==> config.mk <==
export PLATFORM = sky130hd
export DESIGN_NAME = stream_mux_rr
export DESIGN_NICKNAME = d
export VERILOG_FILES = /design/src/rtl/stream_mux_rr_pkg.sv /design/src/rtl/rr_arbiter.sv /design/src/rtl/stream_mux_rr.sv
export SDC_FILE = /design/constraint.sdc
export NUM_CORES = 1
export LEC_CHECK = 0
export ABC_AREA = 1
export CAP_MARGIN = 20
export CELL_PAD_IN_SITES_DETAIL_PLACEMENT = 0
export CELL_PAD_IN_SITES_GLOBAL_PLACEMENT = 1
export CORE_MARGIN = 2
export CORE_UTILIZATION = 35
export DETAILED_ROUTE_END_ITERATION = 12
export HOLD_SLACK_MARGIN = 0.08
export PLACE_DENSITY_LB_ADDON = 0.2
export SLEW_MARGIN = 20
export SYNTH_ARGS = -nofsm -noshare
export SYNTH_HDL_FRONTEND = slang
export SYNTH_SLANG_ARGS = --single-unit
==> constraint.sdc <==
create_clock -name clock -period 5.7 [get_ports clock]
set_input_delay 0.855 -clock clock [delete_from_list [all_inputs] [get_ports clock]]
set_output_delay 0.855 -clock clock [all_outputs]
set_load 0.05 [all_outputs]
==> src/rtl/stream_mux_rr_pkg.sv <==
// Shared definitions for the stream multiplexer: mode and FSM state encodings.
package stream_mux_rr_pkg;

  localparam logic MODE_RR    = 1'b0;
  localparam logic MODE_FIXED = 1'b1;

  typedef enum logic {
    ST_IDLE   = 1'b0,
    ST_LOCKED = 1'b1
  } state_e;

endpackage

==> src/rtl/rr_arbiter.sv <==
// Combinational round-robin arbiter: grants the first requester at or after ptr,
// wrapping modulo CHANNELS. Returns both a one-hot grant and its encoded index.
module rr_arbiter #(
  parameter int CHANNELS = 4,
  parameter int SEL_BITS = 2
) (
  input  logic [CHANNELS-1:0] req,
  input  logic [SEL_BITS-1:0] ptr,
  input  logic                enable,
  output logic [CHANNELS-1:0] grant,
  output logic [SEL_BITS-1:0] grant_idx
);

  // Rotating priority scan starting at ptr; first hit wins.
  always_comb begin
    int                  pos;
    logic [SEL_BITS-1:0] pos_idx;
    logic                found;
    logic                hit;
    grant     = '0;
    grant_idx = '0;
    found     = 1'b0;
    pos       = 0;
    pos_idx   = '0;
    hit       = 1'b0;
    for (int k = 0; k < CHANNELS; k++) begin
      pos            = ((int'(ptr) + k) >= CHANNELS) ? (int'(ptr) + k - CHANNELS) : (int'(ptr) + k);
      pos_idx        = SEL_BITS'(pos);
      hit            = enable & ~found & req[pos_idx];
      grant[pos_idx] = grant[pos_idx] | hit;
      grant_idx      = hit ? pos_idx : grant_idx;
      found          = found | hit;
    end
  end

endmodule

==> src/rtl/stream_mux_rr.sv <==
// N-channel valid/ready stream multiplexer with a registered output stage.
// Round-robin arbitration with packet lock, or an externally fixed select.
module stream_mux_rr
  import stream_mux_rr_pkg::*;
#(
  parameter int WIDTH    = 4,
  parameter int CHANNELS = 4,
  parameter int SEL_BITS = 2
) (
  input  logic                      clock,
  input  logic                      reset,
  input  logic [CHANNELS*WIDTH-1:0] in_data,
  input  logic [CHANNELS-1:0]       in_valid,
  input  logic [CHANNELS-1:0]       in_last,
  output logic [CHANNELS-1:0]       in_ready,
  input  logic                      mode,
  input  logic [SEL_BITS-1:0]       fixed_sel,
  output logic [WIDTH-1:0]          out_data,
  output logic [SEL_BITS-1:0]       out_sel,
  output logic                      out_last,
  output logic                      out_valid,
  input  logic                      out_ready
);

  localparam logic [SEL_BITS:0]   NUM_CH  = (SEL_BITS + 1)'(CHANNELS);
  localparam logic [SEL_BITS-1:0] LAST_CH = SEL_BITS'(CHANNELS - 1);

  state_e              state_q, state_d;
  logic [SEL_BITS-1:0] lock_ch_q, lock_ch_d;
  logic [SEL_BITS-1:0] rr_ptr_q, rr_ptr_d;
  logic                pkt_mode_q, pkt_mode_d;
  logic                out_valid_q, out_valid_d;
  logic [WIDTH-1:0]    out_data_q, out_data_d;
  logic [SEL_BITS-1:0] out_sel_q, out_sel_d;
  logic                out_last_q, out_last_d;

  logic                load_en;
  logic                eff_mode;
  logic                arb_en;
  logic [CHANNELS-1:0] arb_grant;
  logic [SEL_BITS-1:0] arb_idx;
  logic [CHANNELS-1:0] grant;
  logic [SEL_BITS-1:0] sel_idx;
  logic [WIDTH-1:0]    xfer_data;
  logic                xfer_last;
  logic                xfer;

  assign load_en  = ~out_valid_q | out_ready;
  // A locked packet keeps the mode it started with; live mode only matters in IDLE.
  assign eff_mode = (state_q == ST_LOCKED) ? pkt_mode_q : mode;
  assign arb_en   = (state_q == ST_IDLE) && (mode == MODE_RR);

  rr_arbiter #(
    .CHANNELS (CHANNELS),
    .SEL_BITS (SEL_BITS)
  ) u_arb (
    .req       (in_valid),
    .ptr       (rr_ptr_q),
    .enable    (arb_en),
    .grant     (arb_grant),
    .grant_idx (arb_idx)
  );

  // Grant selection: arbiter, fixed select, or the locked channel.
  always_comb begin
    grant   = '0;
    sel_idx = '0;
    case (state_q)
      ST_IDLE: begin
        if (mode == MODE_RR) begin
          grant   = arb_grant;
          sel_idx = arb_idx;
        end else if ({1'b0, fixed_sel} < NUM_CH) begin
          grant[fixed_sel] = in_valid[fixed_sel];
          sel_idx          = fixed_sel;
        end else begin
          grant   = '0;
          sel_idx = fixed_sel;
        end
      end
      ST_LOCKED: begin
        grant[lock_ch_q] = in_valid[lock_ch_q];
        sel_idx          = lock_ch_q;
      end
      default: begin
        grant   = '0;
        sel_idx = '0;
      end
    endcase
  end

  assign in_ready  = grant & {CHANNELS{load_en & ~reset}};
  assign xfer      = |(in_valid & in_ready);
  assign xfer_last = |(grant & in_last);

  // One-hot data mux driven by the grant vector.
  always_comb begin
    xfer_data = '0;
    for (int i = 0; i < CHANNELS; i++) begin
      xfer_data = xfer_data | ({WIDTH{grant[i]}} & in_data[i*WIDTH +: WIDTH]);
    end
  end

  // Next-state for the FSM, round-robin pointer and output register.
  always_comb begin
    state_d     = state_q;
    lock_ch_d   = lock_ch_q;
    pkt_mode_d  = pkt_mode_q;
    rr_ptr_d    = rr_ptr_q;
    out_valid_d = out_valid_q;
    out_data_d  = out_data_q;
    out_sel_d   = out_sel_q;
    out_last_d  = out_last_q;
    if (xfer) begin
      out_valid_d = 1'b1;
      out_data_d  = xfer_data;
      out_sel_d   = sel_idx;
      out_last_d  = xfer_last;
      if (xfer_last) begin
        state_d = ST_IDLE;
        if (eff_mode == MODE_RR) begin
          rr_ptr_d = (sel_idx == LAST_CH) ? '0 : (sel_idx + SEL_BITS'(1));
        end else begin
          rr_ptr_d = rr_ptr_q;
        end
      end else begin
        state_d    = ST_LOCKED;
        lock_ch_d  = sel_idx;
        pkt_mode_d = eff_mode;
      end
    end else if (out_valid_q && out_ready) begin
      out_valid_d = 1'b0;
    end else begin
      out_valid_d = out_valid_q;
    end
  end

  // State registers with asynchronous reset.
  always_ff @(posedge clock or posedge reset) begin
    if (reset) begin
      state_q     <= ST_IDLE;
      lock_ch_q   <= '0;
      pkt_mode_q  <= MODE_RR;
      rr_ptr_q    <= '0;
      out_valid_q <= 1'b0;
      out_data_q  <= '0;
      out_sel_q   <= '0;
      out_last_q  <= 1'b0;
    end else begin
      state_q     <= state_d;
      lock_ch_q   <= lock_ch_d;
      pkt_mode_q  <= pkt_mode_d;
      rr_ptr_q    <= rr_ptr_d;
      out_valid_q <= out_valid_d;
      out_data_q  <= out_data_d;
      out_sel_q   <= out_sel_d;
      out_last_q  <= out_last_d;
    end
  end

  assign out_valid = out_valid_q;
  assign out_data  = out_data_q;
  assign out_sel   = out_sel_q;
  assign out_last  = out_last_q;

endmodule

# Word level (Yosys, flattened, before mapping)
# Cells that the tools add are included.
dict set report op_classes {
  muxes 52
  bitwise_logic 37
  eq_ne 1
  n_reduce_logical 13
  n_addsub 8
  n_lt_le_gt_ge 16
}
# cell count
set op_table {}
lappend op_table {{4-bit AND} 10}
lappend op_table {{1-bit binary-select mux with 2-bit select} 10}
lappend op_table {{1-bit two-way mux} 20}
lappend op_table {{2-bit two-way mux} 10}
lappend op_table {{2-bit by 3-bit < comparator with 1-bit output (second input constant)} 6}
lappend op_table {{4-bit bitwise mux} 3}
lappend op_table {{1-bit demux with 2-bit select} 6}
lappend op_table {{2-bit by 1-bit greater-or-equal comparator with 1-bit output (second input constant)} 6}
lappend op_table {{4-bit bitwise OR} 3}
lappend op_table {{3-bit greater-or-equal comparator (second input constant)} 3}
lappend op_table {{1-bit NOT} 9}
lappend op_table {{1-bit AND} 8}
lappend op_table {{1-bit logical AND} 8}
lappend op_table {{4-bit case mux with 2 select lines} 1}
lappend op_table {{4-bit OR reduction} 2}
lappend op_table {{2-bit by 1-bit subtractor with 2-bit output (second input constant)} 4}
lappend op_table {{1-bit bitwise OR} 7}
lappend op_table {{2-bit by 2-bit adder with 3-bit output (second input constant)} 2}
lappend op_table {{4-bit two-way mux} 1}
lappend op_table {{2-bit case mux with 2 select lines} 1}
lappend op_table {{2-bit by 1-bit adder with 3-bit output (second input constant)} 1}
lappend op_table {{2-bit by 3-bit greater-or-equal comparator with 1-bit output (second input constant)} 1}
lappend op_table {{3-bit AND reduction} 1}
lappend op_table {{2-bit by 1-bit adder with 2-bit output (second input constant)} 1}
lappend op_table {{3 further kinds} 3}
dict set report totals {
  elab_cells 135
  reg_bits 14
}

# Longest topological paths before layout
dict set report depth {
  ltp_word 25
  depth_mapped 25
  depth_no_buf 25
}

# Cells and area by module
# From an unflattened synthesis, not the netlist that was laid out.
dict set report hier_totals {
  hier_cells 258
  hier_area_um2 1644.1
}
# module cells_per_inst seq_area_each_um2 area_per_inst_um2 n_inst
set modules_own_cells {}
lappend modules_own_cells {stream_mux_rr 151 350.3 1032.2 1}
lappend modules_own_cells {rr_arbiter 107 0.0 611.8 1}

# Least setup slack after synthesis
# No wires, ideal clock.
dict set report synth_timing {
  path_kind {input port to output port}
  start {in mode}
  end {out in_ready[1]}
  slack_ps 1859
  t_arrival_ps 2986
  cell_stages 17
  path_cell_list {nor2_1 nand4_1 nand3_1 nand2_2 nand3_1 nand3_1 nand3_1 nand2_2 nand3_1 nand3_1 nand3_1 nand2_1 nand2_2 nand2_1 nand2_2 nand2_1 nor2_1}
}
dict set report synth_between {
  elab_chain_len 20
}
# item line
set synth_lines {}
lappend synth_lines {{start: declaration} stream_mux_rr.sv:16} ;# input logic mode,
lappend synth_lines {{1-bit NOT} -}
lappend synth_lines {{1-bit logical AND} stream_mux_rr.sv:51} ;# assign arb_en = (state_q == ST_IDLE) && (mode == MODE_RR);
lappend synth_lines {{1-bit AND} rr_arbiter.sv:29} ;# hit = enable & ~found & req[pos_idx];
lappend synth_lines {{1-bit bitwise OR} rr_arbiter.sv:30} ;# grant[pos_idx] = grant[pos_idx] | hit;
lappend synth_lines {{4-bit AND (no line)} -}
lappend synth_lines {{1-bit binary-select mux with 2-bit select} rr_arbiter.sv:30}
lappend synth_lines {{1-bit two-way mux (not written as such)} rr_arbiter.sv:30}
lappend synth_lines {{1-bit bitwise OR} rr_arbiter.sv:30}
lappend synth_lines {{[... 4 more ...]} -}
lappend synth_lines {{4-bit bitwise mux} rr_arbiter.sv:30}
lappend synth_lines {{1-bit binary-select mux with 2-bit select} rr_arbiter.sv:30}
lappend synth_lines {{1-bit two-way mux (not written as such)} rr_arbiter.sv:30}
lappend synth_lines {{1-bit bitwise OR} rr_arbiter.sv:30}
lappend synth_lines {{4-bit bitwise mux} rr_arbiter.sv:30}
lappend synth_lines {{4-bit two-way mux (*)} stream_mux_rr.sv:70} ;# if (mode == MODE_RR) begin
lappend synth_lines {{4-bit case mux with 2 select lines (*)} stream_mux_rr.sv:68} ;# case (state_q)
lappend synth_lines {{4-bit AND (*)} stream_mux_rr.sv:92} ;# assign in_ready = grant & {CHANNELS{load_en & ~reset}};
lappend synth_lines {{end: declaration} stream_mux_rr.sv:15} ;# output logic [CHANNELS-1:0] in_ready,
# Mark *: on every way between the ends. The rest lies on a longest branch, timed or not. The select of a mux whose other input is x is not followed.

# Worst setup path in the final report
dict set report layout_timing {
  start {reg rr_ptr_q[0]}
  end {out in_ready[3]}
}
dict set report layout_between {
  elab_chain_len 22
}
# item line
set layout_lines {}
lappend layout_lines {{start: declaration} stream_mux_rr.sv:30} ;# logic [SEL_BITS-1:0] rr_ptr_q, rr_ptr_d;
lappend layout_lines {{start signal: assignment} stream_mux_rr.sv:153} ;# rr_ptr_q <= rr_ptr_d;
lappend layout_lines {{2-bit by 3-bit greater-or-equal comparator with 1-bit output or 2-bit by 1-bit subtractor with 2-bit output (tied branches)} rr_arbiter.sv:27} ;# pos = ((int'(ptr) + k) >= CHANNELS) ? (int'(ptr) + k - CHANNELS) : (int'(ptr) + k);
lappend layout_lines {{2-bit two-way mux} rr_arbiter.sv:27}
lappend layout_lines {{2-bit by 3-bit < comparator with 1-bit output (not written as such), or another cell as far along} rr_arbiter.sv:30}
lappend layout_lines {{1-bit logical AND (not written as such) or 1-bit two-way mux (tied branches)} {rr_arbiter.sv:30, rr_arbiter.sv:29}}
lappend layout_lines {{1-bit two-way mux (not written as such) or 1-bit AND (tied branches)} {rr_arbiter.sv:30, rr_arbiter.sv:29}}
lappend layout_lines {{1-bit demux with 2-bit select or 1-bit bitwise OR (tied branches)} -}
lappend layout_lines {{4-bit AND (no line)} -}
lappend layout_lines {{1-bit binary-select mux with 2-bit select} rr_arbiter.sv:30}
lappend layout_lines {{[... 6 more ...]} -}
lappend layout_lines {{4-bit bitwise mux} rr_arbiter.sv:30}
lappend layout_lines {{1-bit binary-select mux with 2-bit select} rr_arbiter.sv:30}
lappend layout_lines {{1-bit two-way mux (not written as such)} rr_arbiter.sv:30}
lappend layout_lines {{1-bit bitwise OR} rr_arbiter.sv:30}
lappend layout_lines {{4-bit bitwise mux (*)} rr_arbiter.sv:30}
lappend layout_lines {{4-bit two-way mux (*)} stream_mux_rr.sv:70}
lappend layout_lines {{4-bit case mux with 2 select lines (*)} stream_mux_rr.sv:68}
lappend layout_lines {{4-bit AND (*)} stream_mux_rr.sv:92}
# Marks and branches as above.

==> flow_summary.json <==
{
  "outcome": "complete, no violations",
  "chipWidth_um": 69.4,
  "ffs_w_async_s_r_synth_pct": 100,
  "routed_wire_length_per_instance_um": 13.3,
  "worstPathArrival_ns": 4.11,
  "cts_setup_buffers": 0,
  "cp_slowest_stage_delay_ns": 0.82,
  "critical_path_buf_inv_count": 2,
  "cts_root_buffer": "clkbuf_8",
  "unrepaired_setup_endpoints_after_global_routing": "false",
  "timing.hold.worst.class": "reg2reg",
  "reg2reg_setup_slack_ns": 2.04,
  "final-max-slew-violation-count": 0,
  "critical_path.reg2reg.endpoint": "lock_ch_q[1]",
  "vdd_ir_drop_max_mv": 0.312,
  "port_buffers": 41,
  "cp_top_family": "simple AND/OR/NAND/NOR gates",
  "p_leak_uw": 0.000953,
  "htree_num_levels": 1,
  "intPower_uw": 496,
  "dr_total_vias": 1782,
  "timing.critical_path.slowest_stage_cell": "clkdlybuf4s50_1",
  "drc_errors": 0,
  "start_util_pct": 36.9,
  "grt_antenna_before_repair": 0,
  "fin_ws_ns": 0.732,
  "filler_cell_count": 430,
  "worstMarginPinSlew_ns": 0.615,
  "synth_top_flop_cell": "dfrtp_1",
  "layout_area_growth_over_synthesis_pct": 33.1,
  "grt-ovfl-total": 0,
  "timing.final.crit_period_ns": 4.97,
  "total_i_o_pin_count": 42,
  "critical_path_required_ns": 4.85,
  "syn_inst": 245,
  "critical_path.endpoint": "in_ready[3]",
  "cts_buffer_depth": 2,
  "yosys_warnings": 0,
  "synth_top_area_share_pct": 23.4,
  "crit_start": "rr_ptr_q[0]",
  "dpl.hpwl_mm": 3.57,
  "sequentialPowerShare_pct": 16.5,
  "criticalPathCategory": "reg2out",
  "timing.critical_path.to_type": "primary output",
  "synth_enable_flop_cells": 0,
  "max_clock_freq_mhz": 201,
  "routed_via_density": 5.29,
  "cts-hold-fix-buffers": 0,
  "start_kind": "flip-flop",
  "worst_r2r_path_depth": 24,
  "total_wire_length_after_detailed_routing_mm": 4.50,
  "timing_hold_violations_final": 0,
  "cts_buffer_count": 3,
  "syn-mean-instance-area_um2": 6.11,
  "netlist.top_cell.by_area": "dfrtp_1",
  "switching_pwr_uw": 711,
  "drv_cap": 0,
  "clock_tree_from_tritoncts": "yes",
  "detail_route.iter0.violations": 168,
  "synth_sequential_area_ratio_pct": 23.4,
  "core-area_um2": 4060,
  "detailedPlace.worstSlack_ns": 0.792,
  "critical-path-top-cell-by-count": "nand3_1",
  "antenna_cells": 0,
  "clock_pin_slew_reported_for_the_worst_setup_and_hold_paths_after_clock_tree_synthesis_ns": 0.05,
  "layout_net_count": 324,
  "die_h_um": 69.4,
  "floorplan.die_area_um2": 4810,
  "synth_fp_nets": 280,
  "finalCritPeriodShare_pct": 87.2,
  "ys_top_cells_by_area": "dfrtp_1 (23%), nand3_1 (19%), nand2_1 (16%)",
  "detailedRoute.firstPassIterationCount": 4,
  "worstReg2RegStart": "rr_ptr_q[0]",
  "post-synth-top-count-cell": "nand2_1",
  "synth.ff_latch_count": 14,
  "slew_headroom_pct": 58.6,
  "power_frac_clock_pct": 6.4,
  "worst-path-max-fanout": 18,
  "place_congestion": 0.821,
  "grt_pass1_vias": 1678,
  "cts_repair_resize_count": 0,
  "comb_power_share_pct": 77.0,
  "power_density_relative_to_cell_area_nw_per_um2": 606,
  "grt_resource_usage_total_pct": 19.2,
  "setup-violations-final": 0,
  "placementRows": 23,
  "critical_path.cell_chain": "inv_2, ha_1, nand2_1, o21ai_1, nor2_1, nand2_2, nand3_1, nand3_1, nand3_1, nand2_2, nand3_1, nand3_1, nand3_1, nand2_1, nand2_2, nand2_1, nand2_2, nand2_1, nor2_1, clkdlybuf4s50_1",
  "final_area_um2": 1990,
  "drt.antenna.violating_nets": 0,
  "clock_insertion_delay_worst_skew_ns": 0.24,
  "placed_area_um2": 1950,
  "synth_commonest_cells": "nand2_1 (65), nand3_1 (56), inv_1 (28)",
  "synth.cell_area_um2": 1500,
  "clock_sinks": 14,
  "finalSetupTns_ns": 0,
  "fraction_of_layout_instances_using_a_drive_strength_above_1_pct": 8.36,
  "synth_cell_type_count": 23,
  "grt_start_max_net_pins": 19,
  "global_route_wire_length_before_repair_mm": 7.69,
  "swShare_pct": 58.9,
  "path_depth": 20,
  "fin_worst_skew_ns": 0.000737
}
[state kept, by name (all words and copies together) (netlist names)]
| name | flops |
|---|---|
| lock_ch_q | 2 |
| out_valid | 1 |
| state_q | 1 |
| rr_ptr_q | 2 |
| pkt_mode_q | 1 |
| out_sel | 2 |
| out_last | 1 |
| out_data | 4 |
[worst reg2reg max path: cells and delay by family (launching register included)]
family	cells	cell delay, ns
and+or+nand+nor	20	2.03
AOI/OAI and AO/OA	1	0.07
DFF	1	0.71
buffers and inverters	2	0.29
adders and majority gates	1	0.44
[cell type report]
cell class / count / area (um2) / area share (%)
Clock buffer: 3 / 41.3 / 2.07
Inverter: 32 / 120 / 6.03
Multi-Input combinational cell: 196 / 1000 / 50.2
Sequential cell: 14 / 350 / 17.6
Tap cell: 50 / 62.6 / 3.14
Timing Repair Buffer: 42 / 418 / 21.0
[cell usage in the layout (no fill, tap or decap), types with 2 or more instances in the layout]
master and n:
clkbuf_8 3, clkdlybuf4s50_1 41, dfrtp_1 14, ha_1 5, inv_1 28, inv_2 4
nand2_1 65, nand2_2 10, nand2_4 2, nand3_1 56, nand3_2 2, nand4_1 13
nor2_1 10, nor2_2 2, nor3_1 5, o21ai_0 15, o21ai_1 2, o31ai_1 4
[per-layer routing]
metal  track usage, %  vias to the layer above  part of all wire, %
met1             26.5                      812                   47
met5                0                        -                    0
met4             5.88                        0                  1.1
met3             1.89                        5                  4.6
li1                 -                      915                    -
met2             31.5                       50                   47
[worst min-delay path by stage]
stage                     start           to  slack [ns]  depth (start not counted)
CTS                 out_data[1]  out_data[1]        0.47                          2
finish              out_data[1]  out_data[1]        0.47                          2
detailed placement  out_data[1]  out_data[1]        0.46                          2
global route         out_sel[1]   out_sel[1]        0.51                          2
floorplan            pkt_mode_q   pkt_mode_q        0.44                          2
global placement    out_data[0]  out_data[0]        0.46                          2
[logic make-up (layout without fill, tap and decap cells)]
logic type / Yosys count / count (layout) / synth area share, %
AND/OR/NAND/NOR: 165 / 165 / 52.5
adder cells (fa/ha/maj): 5 / 5 / 4.18
buffers and inverters: 35 / 77 / 9.78
AO/OA/AOI/OAI: 26 / 26 / 10.1
flip-flops: 14 / 14 / 23.4
[metrics by stage]
step                      hold WS (ns)  util (%)  cells  power (uW)
final                            0.468      49.1    337        1210
after global routing             0.506      49.1    337        1330
after CTS                        0.471      49.1    337        1210
after detailed placement         0.458      48.1    334        1130
after global placement           0.455      48.1    334        1130
after floorplan                  0.443         -    245         892
[power by group through the flow]
stage          logic (uW)  clock network [uW]  registers, uW
5_1_grt              1040                86.1            208
3_5_place_dp          928                   0            200
6_report              930                77.8            199
4_1_cts               931                80.5            199
3_3_place_gp          933                   0            200
2_1_floorplan         612                   0            280
(Power assumes the default switching activity.)
